## config.mk

```make
export PLATFORM = sky130hd
export DESIGN_NAME = mem_wb_stage_flat
export DESIGN_NICKNAME = d
export VERILOG_FILES = /design/src/rtl/mem_wb_stage_if.sv /design/src/rtl/mem_wb_stage.sv /design/src/flat_wrapper.sv
export SDC_FILE = /design/constraint.sdc
export NUM_CORES = 1
export LEC_CHECK = 0
export BUFFER_PORTS_ARGS = -buffer_cell sky130_fd_sc_hd__buf_2
export CORE_MARGIN = 2
export CORE_UTILIZATION = 49
export DETAILED_ROUTE_END_ITERATION = 8
export GPL_ROUTABILITY_DRIVEN = 1
export PLACE_DENSITY = 0.76
export SYNTH_ARGS = -nofsm -noshare
export SYNTH_HDL_FRONTEND = slang
export SYNTH_SLANG_ARGS = --single-unit
```

## constraint.sdc

```tcl
create_clock -name clk -period 3.8 [get_ports clk]
set_input_delay 0.76 -clock clk [delete_from_list [all_inputs] [get_ports clk]]
set_output_delay 0.76 -clock clk [all_outputs]
set_load 0.02 [all_outputs]
```

## src/rtl/mem_wb_stage_if.sv

```systemverilog
// MEM -> WB boundary bundle: MEM-side instruction slot in, registered WB slot and counter out.
interface mem_wb_stage_if #(
  parameter int unsigned XLEN  = 32,
  parameter int unsigned CNT_W = 64
);
  logic             mem_valid;
  logic [XLEN-1:0]  readData;
  logic [XLEN-1:0]  aluResult;
  logic [XLEN-1:0]  pcPlus4;
  logic [4:0]       rd;
  logic             regWrite;
  logic             memRead;
  logic [1:0]       wbSel;
  logic [2:0]       funct3;
  logic             stall;
  logic             flush;

  logic             wb_valid;
  logic [4:0]       wb_rd;
  logic             wb_regWrite;
  logic [XLEN-1:0]  wb_data;
  logic             wb_misaligned;
  logic [CNT_W-1:0] instret;

  modport master (
    output mem_valid, readData, aluResult, pcPlus4, rd, regWrite, memRead,
           wbSel, funct3, stall, flush,
    input  wb_valid, wb_rd, wb_regWrite, wb_data, wb_misaligned, instret
  );

  modport slave (
    input  mem_valid, readData, aluResult, pcPlus4, rd, regWrite, memRead,
           wbSel, funct3, stall, flush,
    output wb_valid, wb_rd, wb_regWrite, wb_data, wb_misaligned, instret
  );
endinterface

```

## src/rtl/mem_wb_stage.sv

```systemverilog
// MEM/WB pipeline register: load extraction, writeback select, stall/flush and retire counting.
module mem_wb_stage #(
  parameter int unsigned XLEN  = 32,
  parameter int unsigned CNT_W = 64
) (
  input  logic           clk,
  input  logic           reset,
  mem_wb_stage_if.slave  bus
);

  logic             wb_valid_q,      wb_valid_d;
  logic [4:0]       wb_rd_q,         wb_rd_d;
  logic             wb_regWrite_q,   wb_regWrite_d;
  logic [XLEN-1:0]  wb_data_q,       wb_data_d;
  logic             wb_misaligned_q, wb_misaligned_d;
  logic [CNT_W-1:0] instret_q,       instret_d;

  logic [1:0]       off;
  logic [7:0]       byte_v;
  logic [15:0]      half_v;
  logic             is_byte;
  logic             is_half;
  logic             is_word;
  logic             misaligned;
  logic [XLEN-1:0]  load_val;
  logic [XLEN-1:0]  sel_val;
  logic             capture;

  // Load extraction and misalignment; funct3[2] selects zero extension for B/H.
  always_comb begin
    off      = bus.aluResult[1:0];
    byte_v   = bus.readData[{off, 3'b000} +: 8];
    half_v   = bus.readData[{off[1], 4'b0000} +: 16];
    is_byte  = (bus.funct3[1:0] == 2'b00);
    is_half  = (bus.funct3[1:0] == 2'b01);
    is_word  = !is_byte && !is_half;
    load_val = bus.readData;
    if (is_byte) begin
      load_val = bus.funct3[2] ? {{(XLEN-8){1'b0}}, byte_v}
                               : {{(XLEN-8){byte_v[7]}}, byte_v};
    end else if (is_half) begin
      load_val = bus.funct3[2] ? {{(XLEN-16){1'b0}}, half_v}
                               : {{(XLEN-16){half_v[15]}}, half_v};
    end
    misaligned = bus.memRead &&
                 ((is_half && off[0]) || (is_word && (off != 2'b00)));
    case (bus.wbSel)
      2'b01:   sel_val = load_val;
      2'b10:   sel_val = bus.pcPlus4;
      default: sel_val = bus.aluResult;
    endcase
  end

  // Next-state: flush beats stall, stall holds, otherwise capture.
  always_comb begin
    wb_valid_d      = wb_valid_q;
    wb_rd_d         = wb_rd_q;
    wb_regWrite_d   = wb_regWrite_q;
    wb_data_d       = wb_data_q;
    wb_misaligned_d = wb_misaligned_q;
    instret_d       = instret_q;
    capture         = !bus.flush && !bus.stall;
    if (bus.flush) begin
      wb_valid_d      = 1'b0;
      wb_rd_d         = 5'd0;
      wb_regWrite_d   = 1'b0;
      wb_data_d       = '0;
      wb_misaligned_d = 1'b0;
    end else if (capture) begin
      wb_valid_d      = bus.mem_valid;
      wb_rd_d         = bus.rd;
      wb_regWrite_d   = bus.mem_valid && bus.regWrite && (bus.rd != 5'd0) && !misaligned;
      wb_data_d       = sel_val;
      wb_misaligned_d = bus.mem_valid && misaligned;
      if (bus.mem_valid && !misaligned) begin
        instret_d = instret_q + CNT_W'(1);
      end
    end
  end

  always_ff @(posedge clk or posedge reset) begin
    if (reset) begin
      wb_valid_q      <= 1'b0;
      wb_rd_q         <= 5'd0;
      wb_regWrite_q   <= 1'b0;
      wb_data_q       <= '0;
      wb_misaligned_q <= 1'b0;
      instret_q       <= '0;
    end else begin
      wb_valid_q      <= wb_valid_d;
      wb_rd_q         <= wb_rd_d;
      wb_regWrite_q   <= wb_regWrite_d;
      wb_data_q       <= wb_data_d;
      wb_misaligned_q <= wb_misaligned_d;
      instret_q       <= instret_d;
    end
  end

  assign bus.wb_valid      = wb_valid_q;
  assign bus.wb_rd         = wb_rd_q;
  assign bus.wb_regWrite   = wb_regWrite_q;
  assign bus.wb_data       = wb_data_q;
  assign bus.wb_misaligned = wb_misaligned_q;
  assign bus.instret       = instret_q;

endmodule

```

## src/flat_wrapper.sv

```systemverilog
// flat-port wrapper written by rule: the top's interface ports become plain ports
module mem_wb_stage_flat 
#(
  parameter int unsigned XLEN  = 32,
  parameter int unsigned CNT_W = 64
)
  (clk, reset, bus_mem_valid, bus_readData, bus_aluResult, bus_pcPlus4, bus_rd, bus_regWrite, bus_memRead, bus_wbSel, bus_funct3, bus_stall, bus_flush, bus_wb_valid, bus_wb_rd, bus_wb_regWrite, bus_wb_data, bus_wb_misaligned, bus_instret);
  mem_wb_stage_if #(.XLEN(XLEN), .CNT_W(CNT_W)) bus_i ();
  input  logic clk;
  input  logic reset;
  input wire logic [$bits(bus_i.mem_valid)-1:0] bus_mem_valid;
  input wire logic [$bits(bus_i.readData)-1:0] bus_readData;
  input wire logic [$bits(bus_i.aluResult)-1:0] bus_aluResult;
  input wire logic [$bits(bus_i.pcPlus4)-1:0] bus_pcPlus4;
  input wire logic [$bits(bus_i.rd)-1:0] bus_rd;
  input wire logic [$bits(bus_i.regWrite)-1:0] bus_regWrite;
  input wire logic [$bits(bus_i.memRead)-1:0] bus_memRead;
  input wire logic [$bits(bus_i.wbSel)-1:0] bus_wbSel;
  input wire logic [$bits(bus_i.funct3)-1:0] bus_funct3;
  input wire logic [$bits(bus_i.stall)-1:0] bus_stall;
  input wire logic [$bits(bus_i.flush)-1:0] bus_flush;
  output wire logic [$bits(bus_i.wb_valid)-1:0] bus_wb_valid;
  output wire logic [$bits(bus_i.wb_rd)-1:0] bus_wb_rd;
  output wire logic [$bits(bus_i.wb_regWrite)-1:0] bus_wb_regWrite;
  output wire logic [$bits(bus_i.wb_data)-1:0] bus_wb_data;
  output wire logic [$bits(bus_i.wb_misaligned)-1:0] bus_wb_misaligned;
  output wire logic [$bits(bus_i.instret)-1:0] bus_instret;
  assign bus_i.mem_valid = bus_mem_valid;
  assign bus_i.readData = bus_readData;
  assign bus_i.aluResult = bus_aluResult;
  assign bus_i.pcPlus4 = bus_pcPlus4;
  assign bus_i.rd = bus_rd;
  assign bus_i.regWrite = bus_regWrite;
  assign bus_i.memRead = bus_memRead;
  assign bus_i.wbSel = bus_wbSel;
  assign bus_i.funct3 = bus_funct3;
  assign bus_i.stall = bus_stall;
  assign bus_i.flush = bus_flush;
  assign bus_wb_valid = bus_i.wb_valid;
  assign bus_wb_rd = bus_i.wb_rd;
  assign bus_wb_regWrite = bus_i.wb_regWrite;
  assign bus_wb_data = bus_i.wb_data;
  assign bus_wb_misaligned = bus_i.wb_misaligned;
  assign bus_instret = bus_i.instret;
  mem_wb_stage #(.XLEN(XLEN), .CNT_W(CNT_W)) u_core (.clk(clk), .reset(reset), .bus(bus_i));
endmodule
```

-- Word-level counts from Yosys, hierarchy flattened
Cells that the tools add are included.
- output and inout bits: 104
- bits of input ports: 113
- bits in registers: 104
- reductions and logical operators: 21
- add/subtract/negate cells: 1
- equal/unequal tests: 3
- muxes and demuxes: 15
- shift operators: 2
- bitwise operators: 1
- operators with widths (cell ; number):
    $mux 32 ; 6
    $add 64x1->64 const B ; 1
    $pmux 32 s2 ; 1
    $shiftx 32x6->16 ; 1
    $shiftx 32x6->8 ; 1
    $logic_and 1x1->1 ; 10
    $mux 5 ; 2
    $mux 1 ; 6
    $logic_not 1->1 ; 5
    $reduce_bool 5->1 ; 1
    $eq 2x1->1 const B ; 2
    $reduce_bool 2->1 ; 2
    $reduce_and 3->1 ; 1
    $eq 2x2->1 const B ; 1
    $logic_not 2->1 ; 1
    $logic_or 1x1->1 ; 1
    $not 1->1 ; 1

-- Logic depth before layout (Yosys ltp)
Gate-level depths: netlist (run 1).
- depth in word-level cells: 10
- mapped depth: 10
- mapped depth without buffers: 7

-- Worst setup path after synthesis (run 1)
No wires, ideal clock.
- path type: input to register
- start: input bus_funct3[1]
- end: register u_core.instret_q[40], in the netlist u_core.bus.instret[40]
- path buffers: 2
- setup slack: 1.259 ns
- data arrival time: 2.461 ns
- cell stages on the path: 7
- path through: buf_6 > o211ai_1 > nand4_1 > or4_4 > buf_6 > nor4_4 > xor2_1
- longest elaborated chain between the ends: 9
- elaborated cells on any way between the ends: 12
- those cells by class: eq/ne: 1; reduce/logical: 11
- RTL lines (item ; line ; text):
    from (decl) ; flat_wrapper.sv:19 ; input wire logic [$bits(bus_i.funct3)-1:0] bus_funct3;
    $eq 2x1->1 or $logic_not 2->1 (tied branches) ; mem_wb_stage.sv:35, mem_wb_stage.sv:34 ;
    $logic_not 1->1 ; mem_wb_stage.sv:36 ; is_word = !is_byte && !is_half;
    $logic_and 1x1->1 ; mem_wb_stage.sv:36 ;
    $logic_and 1x1->1 ; mem_wb_stage.sv:46 ; ((is_half && off[0]) || (is_word && (off != 2'b00)));
    $logic_or 1x1->1 * ; mem_wb_stage.sv:46 ;
    $logic_and 1x1->1 * ; mem_wb_stage.sv:45 ; misaligned = bus.memRead &&
    $logic_not 1->1 * ; mem_wb_stage.sv:75 ; if (bus.mem_valid && !misaligned) begin
    $logic_and 1x1->1 * ; mem_wb_stage.sv:75 ;
    $reduce_and 3->1 (no source line) * ; -- ;
    to (signal assigned) ; mem_wb_stage.sv:95 ; instret_q <= instret_d;
    to (decl) ; mem_wb_stage.sv:16 ; logic [CNT_W-1:0] instret_q, instret_d;
Every way passes the cells marked *; elsewhere a longest branch is shown, timed or not.
A chain may end at the register's enable or synchronous reset.

-- Worst setup path after layout (run 1)
- start: input bus_funct3[0]
- end: register u_core.instret_q[50], in the netlist u_core.bus.instret[50]
The elaborated chain is that of the path after synthesis.

==> results of run 1 <==
==> sequential cells by signal (all words and copies together) (netlist names) <==
| register | cells |
|---|---|
| u_core.bus.wb_misaligned | 1 |
| u_core.bus.instret | 64 |
| u_core.bus.wb_data | 32 |
| u_core.bus.wb_regWrite | 1 |
| u_core.bus.wb_rd | 5 |
| u_core.bus.wb_valid | 1 |
==> cell families (layout without fill, tap and decap cells) <==
family / count (synthesis) / in the layout / share of synthesized area (%)
and+or+nand+nor: 195 / 195 / 17.9
AOI/OAI and AO/OA: 172 / 172 / 18.8
DFF: 104 / 104 / 43.9
buffers and inverters: 70 / 270 / 4.73
xor gates and xnor gates: 63 / 63 / 9.31
muxes: 18 / 18 / 4.75
adders and majority gates: 3 / 3 / 0.633
other: 0 / 1 / 0
==> cell usage after synthesis (all sizes together), types with 7 or more instances <==
cell / number
nand2: 29
nand3: 28
clkbuf: 33
mux2i: 9
nor3: 33
nand4: 22
xor2: 35
a2bb2oi: 7
nor2: 37
o22ai: 29
dfrtp: 104
buf: 9
xnor2: 28
nor4: 17
mux4: 8
a211oi: 8
a221oi: 7
a21oi: 63
o221ai: 20
inv: 27
a22oi: 16
o21ai: 15
==> metrics by stage <==
stage | cells | util, % | hold slack [ns]
global placement | 956 | 59.6 | 0.452
finish | 973 | 61.9 | 0.469
CTS | 972 | 61.9 | 0.467
global route | 972 | 61.9 | 0.485
floorplan | 625 | - | 0.578
detailed placement | 956 | 59.6 | 0.458
==> report_power, final <==
group / internal [mW] / leakage (nW) / switching (mW)
clock network: 0.462 / 0.136 / 0.434
logic: 0.187 / 2.23 / 0.310
registers: 1.16 / 1.39 / 0.0480
==> how the worst max path moves through the flow <==
stage | cells past startpoint | slack [ns] | startpoint | endpoint
global placement | 6 | 0.90 | bus_funct3[0] | u_core.bus.instret[50]
finish | 6 | 1.08 | bus_funct3[0] | u_core.bus.instret[50]
detailed placement | 6 | 0.78 | bus_funct3[0] | u_core.bus.instret[50]
floorplan | 1 | 0.31 | reset | u_core.bus.instret[0]
global route | 6 | 0.91 | bus_funct3[0] | u_core.bus.instret[61]
CTS | 6 | 1.15 | bus_funct3[0] | u_core.bus.instret[50]
==> layout make-up <==
cell class	count	area, µm²
fill	1043	4540
multi-input combinational	451	3050
sequential	104	2600
timing repair buffer	226	1160
clock buffer	11	243
tap	147	184
inverter	28	108
clock inverter	5	31.3
antenna	1	2.50
==> metal layers <==
metal,vias to the layer above,global-route usage [%]
li1,2720,-
met1,2912,35.2
met2,270,47.1
met3,33,7.97
met4,0,11.8
met5,-,0
==> flow_metrics.py, run 1 <==
metrics = {
    "sta": {
        "finalMaxSlewViolations": 0,
        "setup_slack_ns": 1.08,
        "period_share_pct": 71.5,
        "setup_viol": 0,
        "min_period_ns": 2.72,
        "hold_viol": 0,
        "finalClockSkew_ns": 0.00935,
        "finalSetupTns_ns": 0,
        "worst_slew_pin_slew_ns": 1.15,
        "rsz0062_at_grt": "no",
        "fmax_mhz": 368,
        "slew_headroom_pct": 23.0,
    },
    "setup_path": {
        "critPathMaxStageDelay_ns": 0.69,
        "r2r.worst_path.cells": 5,
        "crit_fanout": 21,
        "crit_required_ns": 4.08,
        "cp_slowest_cell": "or4_4",
        "rrSetupSlack_ns": 1.30,
        "reg2reg_to": "u_core.bus.instret[61]",
        "worst-path-buf-inv": 1,
        "cp-start-kind": "input pin",
        "crit_family": "simple AND/OR/NAND/NOR gates",
        "cp_cell_sequence": "buf_2 > o211ai_1 > nand4_1 > or4_4 > nor4_1 > xor2_1",
        "cp.arrival_ns": 3.00,
        "crit_type": "in -> reg",
        "end_kind": "flop",
        "r2r_start": "u_core.bus.instret[16]",
    },
    "min_path": {
        "hold_class": "reg -> reg",
        "holdPathEnd": "u_core.bus.instret[63]",
        "hp-start": "u_core.bus.instret[63]",
        "whs_path_depth": 1,
    },
    "grt": {
        "grt_usage_pct": 28.5,
        "grt_pass1_vias": 5730,
        "gr-total-overflow": 0,
        "grt_max_degree": 75,
        "grt_pass1_wl_um": 29100,
        "grt_antenna_before_repair": 1,
    },
    "die": {
        "die_w_um": 114,
        "die_area_um2": 13000,
        "start_util_pct": 49.8,
        "io_pins": 217,
        "core_area_um2": 11900,
        "die_h_um": 114,
        "rows": 40,
    },
    "synthesis": {
        "syn_avg_cell_area_um2": 9.49,
        "synth_seq_cells": 104,
        "synth_area_leaders": "dfrtp_1 44%, a21oi_1 5.3%, xor2_1 5.2%",
        "synth-edff-count": 0,
        "ys_types": 52,
        "ys_seq_area_share_pct": 43.9,
        "postSynthCellCount": 625,
        "async_flop_share_pct": 100,
        "synth_ff_type": "dfrtp_1",
        "yosys.area.top_type": "dfrtp_1",
        "yosys_warnings": 0,
        "synth_top_area_share_pct": 43.9,
        "syn_nets": 741,
        "synth_area_um2": 5930,
    },
    "drt": {
        "wirelength_um": 18600,
        "ant_nets": 0,
        "wire_per_inst_um": 19.2,
        "first_pass_iters": 6,
        "vias": 5935,
        "post-route-drc-count": 0,
        "viasPerCell": 6.10,
        "drtIter0Drc": 454,
        "top_layer_used": "met4",
        "wl_met3_um": 1550,
        "wl_met1_um": 7440,
        "routed-wl-met2_um": 9250,
    },
    "cells_and_area": {
        "layout_commonest_cell": "buf_2",
        "layout.nets": 936,
        "drive_gt1_share_pct": 31.5,
        "final_cell_area_um2": 7370,
        "final_cell_mix": "216 x buf_2, 104 x dfrtp_1, 63 x a21oi_1",
        "synthToLayoutAreaGrowth_pct": 24.4,
    },
    "place": {
        "hpwl_um": 13700,
        "dp_slack_ns": 0.784,
        "place_area_um2": 7100,
        "port_buffers": 216,
        "gp_congestion": 0.873,
    },
    "clock_tree": {
        "clockRootBuffer": "clkbuf_16",
        "post_cts_buffers": 0,
        "clock_path_buffers": 2,
        "clock-sinks": 104,
        "clock_latency_ns": 0.36,
        "clkSlewWorstSetupHoldPaths_ns": 0.07,
        "cts_hold_buffers": 0,
        "htree_levels": 3,
        "cts_tree": "done",
        "cts_resized": 0,
        "cts_buffers": 9,
    },
    "pwr": {
        "power_density_nw_per_um2": 353,
        "leakagePower_nw": 3.75,
        "ir_drop_mv": 0.205,
        "power.total_mw": 2.60,
    },
    "run": {
        "max_cap_viol_count": 0,
    },
    "run_status": {
        "status": "completed",
    },
}
Note: power is estimated with default switching activity, not from simulation.
==> inputs of run 2 (changes only) <==
- clock period: 3.8 -> 2.6 ns (I/O delays scaled with it)
==> flow_metrics.py, run 2 (synthesis gave the netlist of run 1 again) <==
metrics = {
    "die": {
        "rows": 40,
        "io_pins": 217,
        "start_util_pct": 49.8,
        "die_area_um2": 13000,
        "die_w_um": 114,
        "die_h_um": 114,
        "core_area_um2": 11900,
    },
    "cells_and_area": {
        "drive_gt1_share_pct": 32.7,
        "finalNonFillerCells": 987,
        "final_cell_mix": "216 x buf_2, 104 x dfrtp_1, 63 x a21oi_1",
        "synthToLayoutAreaGrowth_pct": 26.5,
        "largest_reg_flops": 64,
        "final_core_util_pct": 62.9,
        "layout_commonest_cell": "buf_2",
        "layout.nets": 950,
    },
    "clock_tree": {
        "cts_buffers": 9,
        "clock_path_buffers": 2,
        "clkSlewWorstSetupHoldPaths_ns": 0.08,
        "clockRootBuffer": "clkbuf_16",
        "cts_hold_buffers": 0,
        "clock-sinks": 104,
        "cts_resized": 0,
        "clock_latency_ns": 0.35,
        "cts_tree": "done",
        "post_cts_buffers": 0,
        "htree_levels": 3,
    },
    "sta": {
        "setup_slack_ns": 0.292,
        "whs_ns": 0.214,
        "rsz0062_at_grt": "no",
        "period_share_pct": 88.8,
        "hold_viol": 0,
        "min_period_ns": 2.31,
        "fmax_mhz": 433,
        "setup_viol": 0,
        "finalSetupTns_ns": 0,
        "finalMaxSlewViolations": 0,
        "slew_headroom_pct": 47.9,
        "worst_slew_pin_slew_ns": 0.781,
        "finalClockSkew_ns": 0.0101,
    },
    "pwr": {
        "p_clk_share_pct": 34.6,
        "p_comb_share_pct": 19.3,
        "leakagePower_nw": 3.82,
        "switching_share_pct": 30.8,
        "p_int_mw": 2.64,
        "p_sw_mw": 1.18,
        "ir_drop_mv": 0.277,
        "power_density_nw_per_um2": 510,
        "p_seq_share_pct": 46.1,
    },
    "place": {
        "dp_slack_ns": 0.0761,
        "dp.cells": 970,
        "gp_congestion": 0.869,
        "hpwl_um": 13900,
        "port_buffers": 216,
    },
    "setup_path": {
        "crit_type": "reg -> reg",
        "cp.arrival_ns": 2.58,
        "crit_fanout": 9,
        "r2r.worst_path.cells": 5,
        "crit_required_ns": 2.87,
        "reg2reg_to": "u_core.bus.instret[61]",
        "critPathMaxStageDelay_ns": 0.49,
        "cp_slowest_cell": "dfrtp_1",
        "cp_cell_sequence": "nand4_1 > nor3_1 > nand3_1 > nor4_1 > xor2_1",
        "cp-start-kind": "flop",
        "worst-path-buf-inv": 0,
        "crit_family": "simple AND/OR/NAND/NOR gates",
        "end_kind": "flop",
        "r2r_start": "u_core.bus.instret[22]",
        "rrSetupSlack_ns": 0.29,
    },
    "drt": {
        "viasPerCell": 6.03,
        "ant_nets": 0,
        "wire_per_inst_um": 18.8,
        "first_pass_iters": 5,
        "post-route-drc-count": 0,
        "wirelength_um": 18500,
        "drtIter0Drc": 458,
        "vias": 5948,
    },
    "grt": {
        "grt_pass1_wl_um": 29200,
        "gr-total-overflow": 0,
        "grt_antenna_before_repair": 1,
        "grt_max_degree": 75,
        "grt_usage_pct": 28.5,
        "grt_pass1_vias": 5730,
    },
    "min_path": {
        "hold_class": "in -> async",
    },
    "run_status": {
        "status": "completed",
    },
    "run": {
        "max_cap_viol_count": 0,
    },
}
run 2: changes by cell type in the layout (fill, tap and decap cells not counted), sizes merged:
| cell | change |
|---|---|
| buf | +14 |
| clkbuf | -1 |
| inv | +1 |
run 2: worst max path at each step:
| stage | slack, ns | cells after the start | start | end |
|---|---|---|---|---|
| CTS | 0.32 | 5 | u_core.bus.instret[11] | u_core.bus.instret[58] |
| finish | 0.29 | 5 | u_core.bus.instret[22] | u_core.bus.instret[61] |
| global placement | 0.14 | 6 | bus_flush | u_core.bus.instret[58] |
| detailed placement | 0.08 | 6 | bus_flush | u_core.bus.instret[58] |
| global route | 0.12 | 5 | u_core.bus.instret[22] | u_core.bus.instret[57] |
| floorplan | 0.30 | 7 | bus_funct3[1] | u_core.bus.instret[40] |
run 2: stage by stage:
stage	total power, mW	area, µm²
final	3.82	7500
after global routing	3.98	7500
after CTS	3.83	7490
after detailed placement	2.53	7210
after global placement	2.51	7210
after floorplan	2.22	5930
run 2: layout make-up:
| type | count | area (µm²) |
|---|---|---|
| Clock buffer | 10 | 229 |
| Antenna cell | 1 | 2.50 |
| Multi-Input combinational cell | 451 | 3050 |
| Tap cell | 147 | 184 |
| Timing Repair Buffer | 240 | 1270 |
| Sequential cell | 104 | 2600 |
| Inverter | 28 | 109 |
| Clock inverter | 6 | 51.3 |
| Fill cell | 1009 | 4410 |
run 2: layer usage:
layer	part of all wire, %	wire length, µm	vias up	GRT usage (%)
met2	50	9180	316	48.5
met4	2.1	386	0	11.3
met1	40	7350	2854	35.4
met5	0	0	-	0
li1	-	-	2751	-
met3	8.7	1620	27	6.22
run 2: power by group through the flow:
stage | Sequential [mW] | Clock, mW | Combinational [mW]
2_1_floorplan | 1.88 | 0 | 0.343
3_3_place_gp | 1.79 | 0 | 0.718
3_5_place_dp | 1.79 | 0 | 0.737
4_1_cts | 1.76 | 1.34 | 0.738
5_1_grt | 1.77 | 1.40 | 0.805
6_report | 1.76 | 1.32 | 0.739
